`src/rtl/cmd_dispatcher.sv`:
```
// cmd_dispatcher: buffers one host command frame (addr, len, payload) and replays it
// onto the control bus as a one-cycle mask strobe followed by one payload byte per clock.
module cmd_dispatcher #(
    parameter int N_TARGETS = 8,
    parameter int MAX_LEN   = 8
) (
    input  logic                 clk,
    input  logic                 reset,
    input  logic [7:0]           rx_data,
    input  logic                 rx_valid,
    output logic                 rx_ready,
    output logic [7:0]           cmd,
    output logic [N_TARGETS-1:0] mask,
    input  logic [N_TARGETS-1:0] cmd_ack,
    output logic                 busy,
    output logic                 done,
    output logic                 err,
    output logic [1:0]           err_code
);
    localparam int IW = MAX_LEN > 1 ? $clog2(MAX_LEN) : 1;
    localparam logic [7:0] MAX_L = 8'(MAX_LEN);
    localparam logic [7:0] N_T = 8'(N_TARGETS);

    typedef enum logic [2:0] {IDLE, LEN, LOAD, STROBE, BURST, DRAIN} state_t;

    state_t state_q, state_d;
    logic [7:0] addr_q, addr_d, len_q, len_d, cnt_q, cnt_d, cmd_q, cmd_d;
    logic [N_TARGETS-1:0] mask_q, mask_d, sel;
    logic rx_ready_q, rx_ready_d, busy_q, busy_d, done_q, done_d, err_q, err_d;
    logic [1:0] err_code_q, err_code_d;
    logic [7:0] mem_q [MAX_LEN];
    logic acc, last, ack, wr_en;
    logic [IW-1:0] idx;

    // sel is zero for out-of-range addresses, which never reach STROBE anyway
    assign sel  = N_TARGETS'(1) << addr_q;
    assign ack  = |(cmd_ack & sel);
    assign acc  = rx_valid && rx_ready_q;
    assign last = cnt_q == len_q - 8'd1;
    assign idx  = cnt_q[IW-1:0];

    always_comb begin
        state_d    = state_q;
        addr_d     = addr_q;
        len_d      = len_q;
        cnt_d      = cnt_q;
        cmd_d      = 8'h00;
        mask_d     = '0;
        busy_d     = busy_q;
        done_d     = 1'b0;
        err_d      = 1'b0;
        err_code_d = err_code_q;
        wr_en      = 1'b0;
        case (state_q)
            IDLE: if (acc) begin
                addr_d     = rx_data;
                err_code_d = 2'd0;
                busy_d     = 1'b1;
                state_d    = LEN;
            end
            LEN: if (acc) begin
                len_d = rx_data;
                cnt_d = 8'd0;
                if (rx_data == 8'd0) begin
                    err_d      = 1'b1;
                    err_code_d = 2'd2;
                    busy_d     = 1'b0;
                    state_d    = IDLE;
                end else if (rx_data > MAX_L) begin
                    err_code_d = 2'd2;
                    state_d    = DRAIN;
                end else if (addr_q >= N_T) begin
                    err_code_d = 2'd1;
                    state_d    = DRAIN;
                end else begin
                    state_d = LOAD;
                end
            end
            LOAD: if (acc) begin
                wr_en = 1'b1;
                cnt_d = cnt_q + 8'd1;
                if (last) begin
                    mask_d  = sel;
                    state_d = STROBE;
                end
            end
            STROBE: begin
                cmd_d   = mem_q[0];
                cnt_d   = 8'd0;
                state_d = BURST;
            end
            BURST: begin
                if (!ack) begin
                    err_d      = 1'b1;
                    err_code_d = 2'd3;
                    busy_d     = 1'b0;
                    state_d    = IDLE;
                end else if (last) begin
                    done_d  = 1'b1;
                    busy_d  = 1'b0;
                    state_d = IDLE;
                end else begin
                    cnt_d = cnt_q + 8'd1;
                    cmd_d = mem_q[idx + IW'(1)];
                end
            end
            DRAIN: if (acc) begin
                cnt_d = cnt_q + 8'd1;
                if (last) begin
                    err_d   = 1'b1;
                    busy_d  = 1'b0;
                    state_d = IDLE;
                end
            end
            default: state_d = IDLE;
        endcase
        rx_ready_d = state_d inside {IDLE, LEN, LOAD, DRAIN};
    end

    always_ff @(posedge clk or posedge reset) begin
        if (reset) begin
            state_q    <= IDLE;
            addr_q     <= 8'h00;
            len_q      <= 8'h00;
            cnt_q      <= 8'h00;
            cmd_q      <= 8'h00;
            mask_q     <= '0;
            rx_ready_q <= 1'b0;
            busy_q     <= 1'b0;
            done_q     <= 1'b0;
            err_q      <= 1'b0;
            err_code_q <= 2'd0;
        end else begin
            state_q    <= state_d;
            addr_q     <= addr_d;
            len_q      <= len_d;
            cnt_q      <= cnt_d;
            cmd_q      <= cmd_d;
            mask_q     <= mask_d;
            rx_ready_q <= rx_ready_d;
            busy_q     <= busy_d;
            done_q     <= done_d;
            err_q      <= err_d;
            err_code_q <= err_code_d;
        end
    end

    always_ff @(posedge clk) begin
        if (wr_en) mem_q[idx] <= rx_data;
    end

    assign rx_ready = rx_ready_q;
    assign cmd      = cmd_q;
    assign mask     = mask_q;
    assign busy     = busy_q;
    assign done     = done_q;
    assign err      = err_q;
    assign err_code = err_code_q;
endmodule

```
`config.mk`:
```
export PLATFORM = sky130hd
export DESIGN_NAME = cmd_dispatcher
export DESIGN_NICKNAME = d
export VERILOG_FILES = /design/src/rtl/cmd_dispatcher.sv
export SDC_FILE = /design/constraint.sdc
export NUM_CORES = 1
export LEC_CHECK = 0
export CAP_MARGIN = 20
export CORE_UTILIZATION = 30
export DETAILED_ROUTE_END_ITERATION = 10
export PLACE_DENSITY = 0.58
export SLEW_MARGIN = 20
export SYNTH_ARGS = -nofsm -noshare
export SYNTH_HDL_FRONTEND = slang
export SYNTH_SLANG_ARGS = --single-unit
```
`constraint.sdc`:
```
create_clock -name clk -period 5 [get_ports clk]
set_clock_uncertainty 0.1 [all_clocks]
set_input_delay 0.5 -clock clk [delete_from_list [all_inputs] [get_ports clk]]
set_output_delay 0.5 -clock clk [all_outputs]
set_load 0.05 [all_outputs]
```
After elaboration in Yosys (flattened, before gate mapping):

Memory sizes are Yosys's and may differ from the RTL's.
Cells that the tools add are included.

* register bits: 49
* logic and storage cells: 100
* output and inout port bits: 22
* RAM bits: 64
* memories kept: 1
* bits of input ports: 19

* bitwise operators: 1
* equality and inequality tests: 18
* reduce and logical (&&, ||, !) cells: 15
* add/subtract/negate cells: 3
* mux-type cells: 48
* order comparisons: 2
* shift-type cells: 1

Memory list
* mem_q: depth 8, bits a word 8, read ports 2, clocked after Yosys merged registers in 0, write ports 1, RTL line 31 `logic [7:0] mem_q [MAX_LEN];`

Operators by type and width (number)
* 2-to-1 mux 8 bit: 9
* one-hot mux 8 bit (4 select lines): 1
* 2-to-1 mux 3 bit: 10
* one-hot mux 3 bit (6 select lines): 1
* 2-to-1 mux 1 bit: 17
* one-hot mux 8 bit (2 select lines): 1
* AND reduction 5 bit: 3
* != test 2 bit (second input constant): 7
* 2-to-1 mux 2 bit: 6
* nonzero test 4 bit: 3
* equality test 3 x 2 -> 1 bit (second input constant): 3
* equality test 3 bit (second input constant): 3
* adder 8 x 1 -> 8 bit (second input constant): 1
* AND 8 bit: 1
* equality test 8 bit: 1
* greater-or-equal comparator 8 x 4 -> 1 bit (second input constant): 1
* greater-than comparator 8 x 4 -> 1 bit (second input constant): 1
* zero test 8 bit: 1
* OR reduction 8 bit: 1
* << shifter 1 x 8 -> 8 bit (first input constant): 1
* subtractor 8 x 1 -> 8 bit (second input constant): 1
* equality test 3 x 1 -> 1 bit (second input constant): 2
* zero test 3 bit: 2
* one-hot mux 2 bit (3 select lines): 1
* other kinds (9): 10

Logic depth before layout (Yosys ltp):

* depth in word-level cells: 8
* depth in mapped cells: 9
* depth with buffers taken out: 8

Worst setup path before layout:

Ideal clock, no wire load.

* path type: register to register
* start point: reg rx_ready_q (netlist: rx_ready)
* end point: mem mem_q[0][0] (enable)
* data required time: 4.505 ns
* path buffers: 0
* arrival time: 2.211 ns
* clock period less this slack: 2.706 ns
* setup time: 0.395 ns
* path slack: 2.294 ns
* stages on the path, launching flop included: 5
* cell sequence: dfrtp_1 > nand2_1 > nor2_1 > nand3_1 > nor4_1

* cells in the longest elaborated chain, start to end: 5

Ends and longest elaborated chain
* start: declaration: RTL line 29 `logic rx_ready_q, rx_ready_d, busy_q, busy_d, done_q, done_d, err_q, err_d;`
* start signal: assignment: RTL line 140 `rx_ready_q <= rx_ready_d;`
* logical AND 1 bit: RTL line 38 `assign acc = rx_valid && rx_ready_q;`
* 2-to-1 mux 1 bit: RTL line 79 `LOAD: if (acc) begin`
* 2-to-1 mux 1 bit: RTL line 54 `case (state_q)`
* 2-to-1 mux 1 bit: RTL line 149 `if (wr_en) mem_q[idx] <= rx_data;`
* 2-to-1 mux 1 bit (not written as such): RTL line 149
* end: declaration: RTL line 31

Every way passes these cells.

Final worst setup path:

* start point: reg cnt_q[0]
* end point: reg cnt_q[0]

* cells in the longest elaborated chain, start to end: 4
* elaborated cells on any way between the ends: 8
* those cells by class: add/sub: 1; eq/ne: 2; mux: 4; reduce/logical: 1

Ends and longest elaborated chain
* start: declaration: RTL line 27 `logic [7:0] addr_q, addr_d, len_q, len_d, cnt_q, cnt_d, cmd_q, cmd_d;`
* start signal: assignment: RTL line 137 `cnt_q <= cnt_d;`
* adder 8 x 1 -> 8 bit: RTL line 81, 103, 108
* 2-to-1 mux 8 bit: RTL line 98 `end else if (last) begin`
* 2-to-1 mux 8 bit: RTL line 93 `if (!ack) begin`
* one-hot mux 8 bit (4 select lines): RTL line 54

Several ways; a longest one is shown, not always the timed one. The select of a mux whose other input is x is not followed.
A chain may end at the register's enable or synchronous reset.

==> flow_summary.toml <==
[place]
placed_area_um2 = 5630
globalplace.congestion = 0.805
hpwlAfterDp_mm = 7.72
portBuffers = 40

[timing]
drv_slew = 0
setup-violations-final = 0
max_clock_freq_mhz = 329
fin_tns_setup_ns = 0
timing_worst_slew_pin_value_ns = 1.07
post-route-period-util_pct = 60.8
relSlewSlack_pct = 27.8
hold_viol_final = 0
whs_ns = 0.388
period_needed_ns = 3.04
rsz0062_at_grt = "false"

[logic_synthesis]
ys_types = 50
ys_warn_count = 0
synth_edf_count = 64
synth_top_flop_cell = "edfxtp_1"
ys_ff_latch = 113
async_reset_ff_share_pct = 43.4
synth-seq-area-share_pct = 63.2
syn_avg_cell_area_um2 = 13.8
syn_inst = 362
synth_area_um2 = 4980
syn-num-nets = 383

[route]
drt_iter0_drc = 215
antenna_left = 0
avgRoutedWirePerCell_um = 17.7
routed_wl_mm = 11.3
avgViaCountPerCell = 4.90
vias = 3143
drt_pre_antenna_iters = 4
drc_errors = 0

[layout]
antennaDiodeCount = 0
drive_gt1_share_pct = 19.3
fill_cells = 1460
stdcell_area_um2 = 6280
syn2layout_area_growth_pct = 25.9
finish.utilization_pct = 39.1
final_nets = 433

[clock_network]
ctsResizeCount = 0
cts_made_buffers = 17
clkTransAtPathRegs_ns = 0.05
root_buffer = "clkbuf_16"
htreeDepth = 4
post_cts_buffers = 0
hold_buffers = 0
cts_tree = "built"
cts_sinks = 113
clock_latency_ns = 0.41
clock_path_buffers = 2

[global_routing]
grt_pass1_vias = 3321
globalRouteOverflowTotal = 0
grt_usage_pct = 14.9
grt_start_max_net_pins = 50
antenna_found_initial = 0
grt_pass1_wl_mm = 18.2

[flow_run]
cap_violations = 0

[power]
p_leak_nw = 2.24
powerDensity_nw_per_um2 = 552
peakVddDrop_v = 0.000249

[min_path]
hold_path.class = "reg2reg"

[critical_path]
crit_path_end_kind = "flop"
start_kind = "flop"
cp.arrival_ns = 3.23
worstSetupPathType = "reg2reg"
cp.required_ns = 5.19
slowest_stage = "dfrtp_1"
cp_max_fo = 17
slowest_delay_ns = 0.77
crit_chain = "buf_4 -> xor2_1 -> o211ai_1 -> a211oi_1 -> a311o_2 -> nand2_1 -> mux2_2"

[floorplan]
io_pins = 41
die_y_um = 131
rows = 46
core-area_um2 = 16100
start_util_pct = 31.0
die_width_um = 131
die_area_um2 = 17100

[outcome]
status = "finished clean"
==> final timing paths <==
kind	cells past startpoint	start	slack (ns)	to
worst max-delay path	7	cnt_q[0]	1.96	cnt_q[0]
worst min-delay path	2	mem_q[0][2]	0.39	cmd[2]
worst max register to register	7	cnt_q[0]	1.96	cnt_q[0]
worst min register to register	2	mem_q[0][2]	0.39	cmd[2]
max in group asynchronous	2	reset	3.79	len_q[5]
min in group asynchronous	2	reset	0.47	mask[0]
==> synth_stat cells (9+ instances only) <==
cell type,n,area share (%)
dfrtp_1,49,25
nand2_1,25,1.9
o21ai_0,19,1.9
nor2_1,32,2.4
edfxtp_1,64,39
mux2_2,15,3.4
inv_1,14,1.1
a21oi_1,10,1.0
nor3_1,13,1.3
mux4_2,18,8.1
mux2i_1,9,1.8
==> metal layers <==
metal	vias up	share of wire, %	track usage [%]
li1	1467	-	-
met1	1592	43	18.3
met2	74	50	24.3
met3	10	6.3	5.09
met4	0	0.75	5.07
met5	-	0	0
==> state kept, by name, indices dropped and copies added, names as in the netlist <==
| name | count |
|---|---|
| mem_q | 64 |
| rx_ready | 1 |
| len_q | 8 |
| state_q | 3 |
| cmd | 8 |
| err | 1 |
| addr_q | 8 |
| busy | 1 |
| done | 1 |
| mask | 8 |
| err_code | 2 |
| cnt_q | 8 |
==> cells by family (layout without fill, tap and decap cells) <==
logic type	after synthesis	in the layout	synth area share, %
AOI/OAI and AO/OA	58	58	7.96
DFF	113	113	63.2
adders and majority gates	3	3	0.703
and+or+nand+nor	111	111	11.4
muxes	42	42	13.3
xor gates and xnor gates	8	8	1.41
buffers and inverters	27	90	2.08
==> report_power, final <==
part,switching (mW),internal (mW)
combinational,0.489,0.457
clock,0.401,0.871
sequential,0.159,1.09
==> placed cells by master (no fill, tap or decap), types with 3 or more instances in the layout <==
master	count
buf_4	3
nor3_1	11
o21ai_0	19
edfxtp_1	64
nand2b_1	8
nor2_1	32
nand2_1	25
mux2i_1	9
bufinv_16	4
nand3_1	5
clkbuf_1	3
mux4_2	18
a21oi_1	10
or2_2	3
xor2_1	6
inv_1	13
clkdlybuf4s50_1	40
or3_1	6
clkinvlp_4	4
o2bb2ai_1	6
a22oi_1	6
nor4_1	4
nand4_1	3
dfrtp_1	49
clkbuf_16	17
mux2_2	15
clkbuf_8	3
==> metrics by stage <==
| step | worst slack [ns] | total power [mW] | instances |
|---|---|---|---|
| after CTS | 1.97 | 3.49 | 640 |
| after global placement | 1.83 | 2.19 | 608 |
| after floorplan | 2.29 | 1.97 | 362 |
| after global routing | 1.75 | 3.65 | 641 |
| after detailed placement | 1.71 | 2.21 | 608 |
| final | 1.96 | 3.47 | 641 |
==> worst max-delay path, delay by kind of cell (launching register included) <==
kind	cells	cell delay, ns
and+or+nand+nor	1	0.16
AOI/OAI and AO/OA	3	1.04
buffers and inverters	1	0.37
DFF	1	0.77
muxes	1	0.32
xor gates and xnor gates	1	0.16
==> layout make-up <==
type / instances / area (um2) / area share [%]
clock inverter: 9 / 155 / 2.47
clock buffer: 23 / 478 / 7.62
multi-input combinational: 222 / 1740 / 27.8
tap: 216 / 270 / 4.31
timing repair buffer: 44 / 428 / 6.82
sequential: 113 / 3150 / 50.2
inverter: 14 / 53.8 / 0.857
No activity file was read; power rests on OpenSTA's default activity.
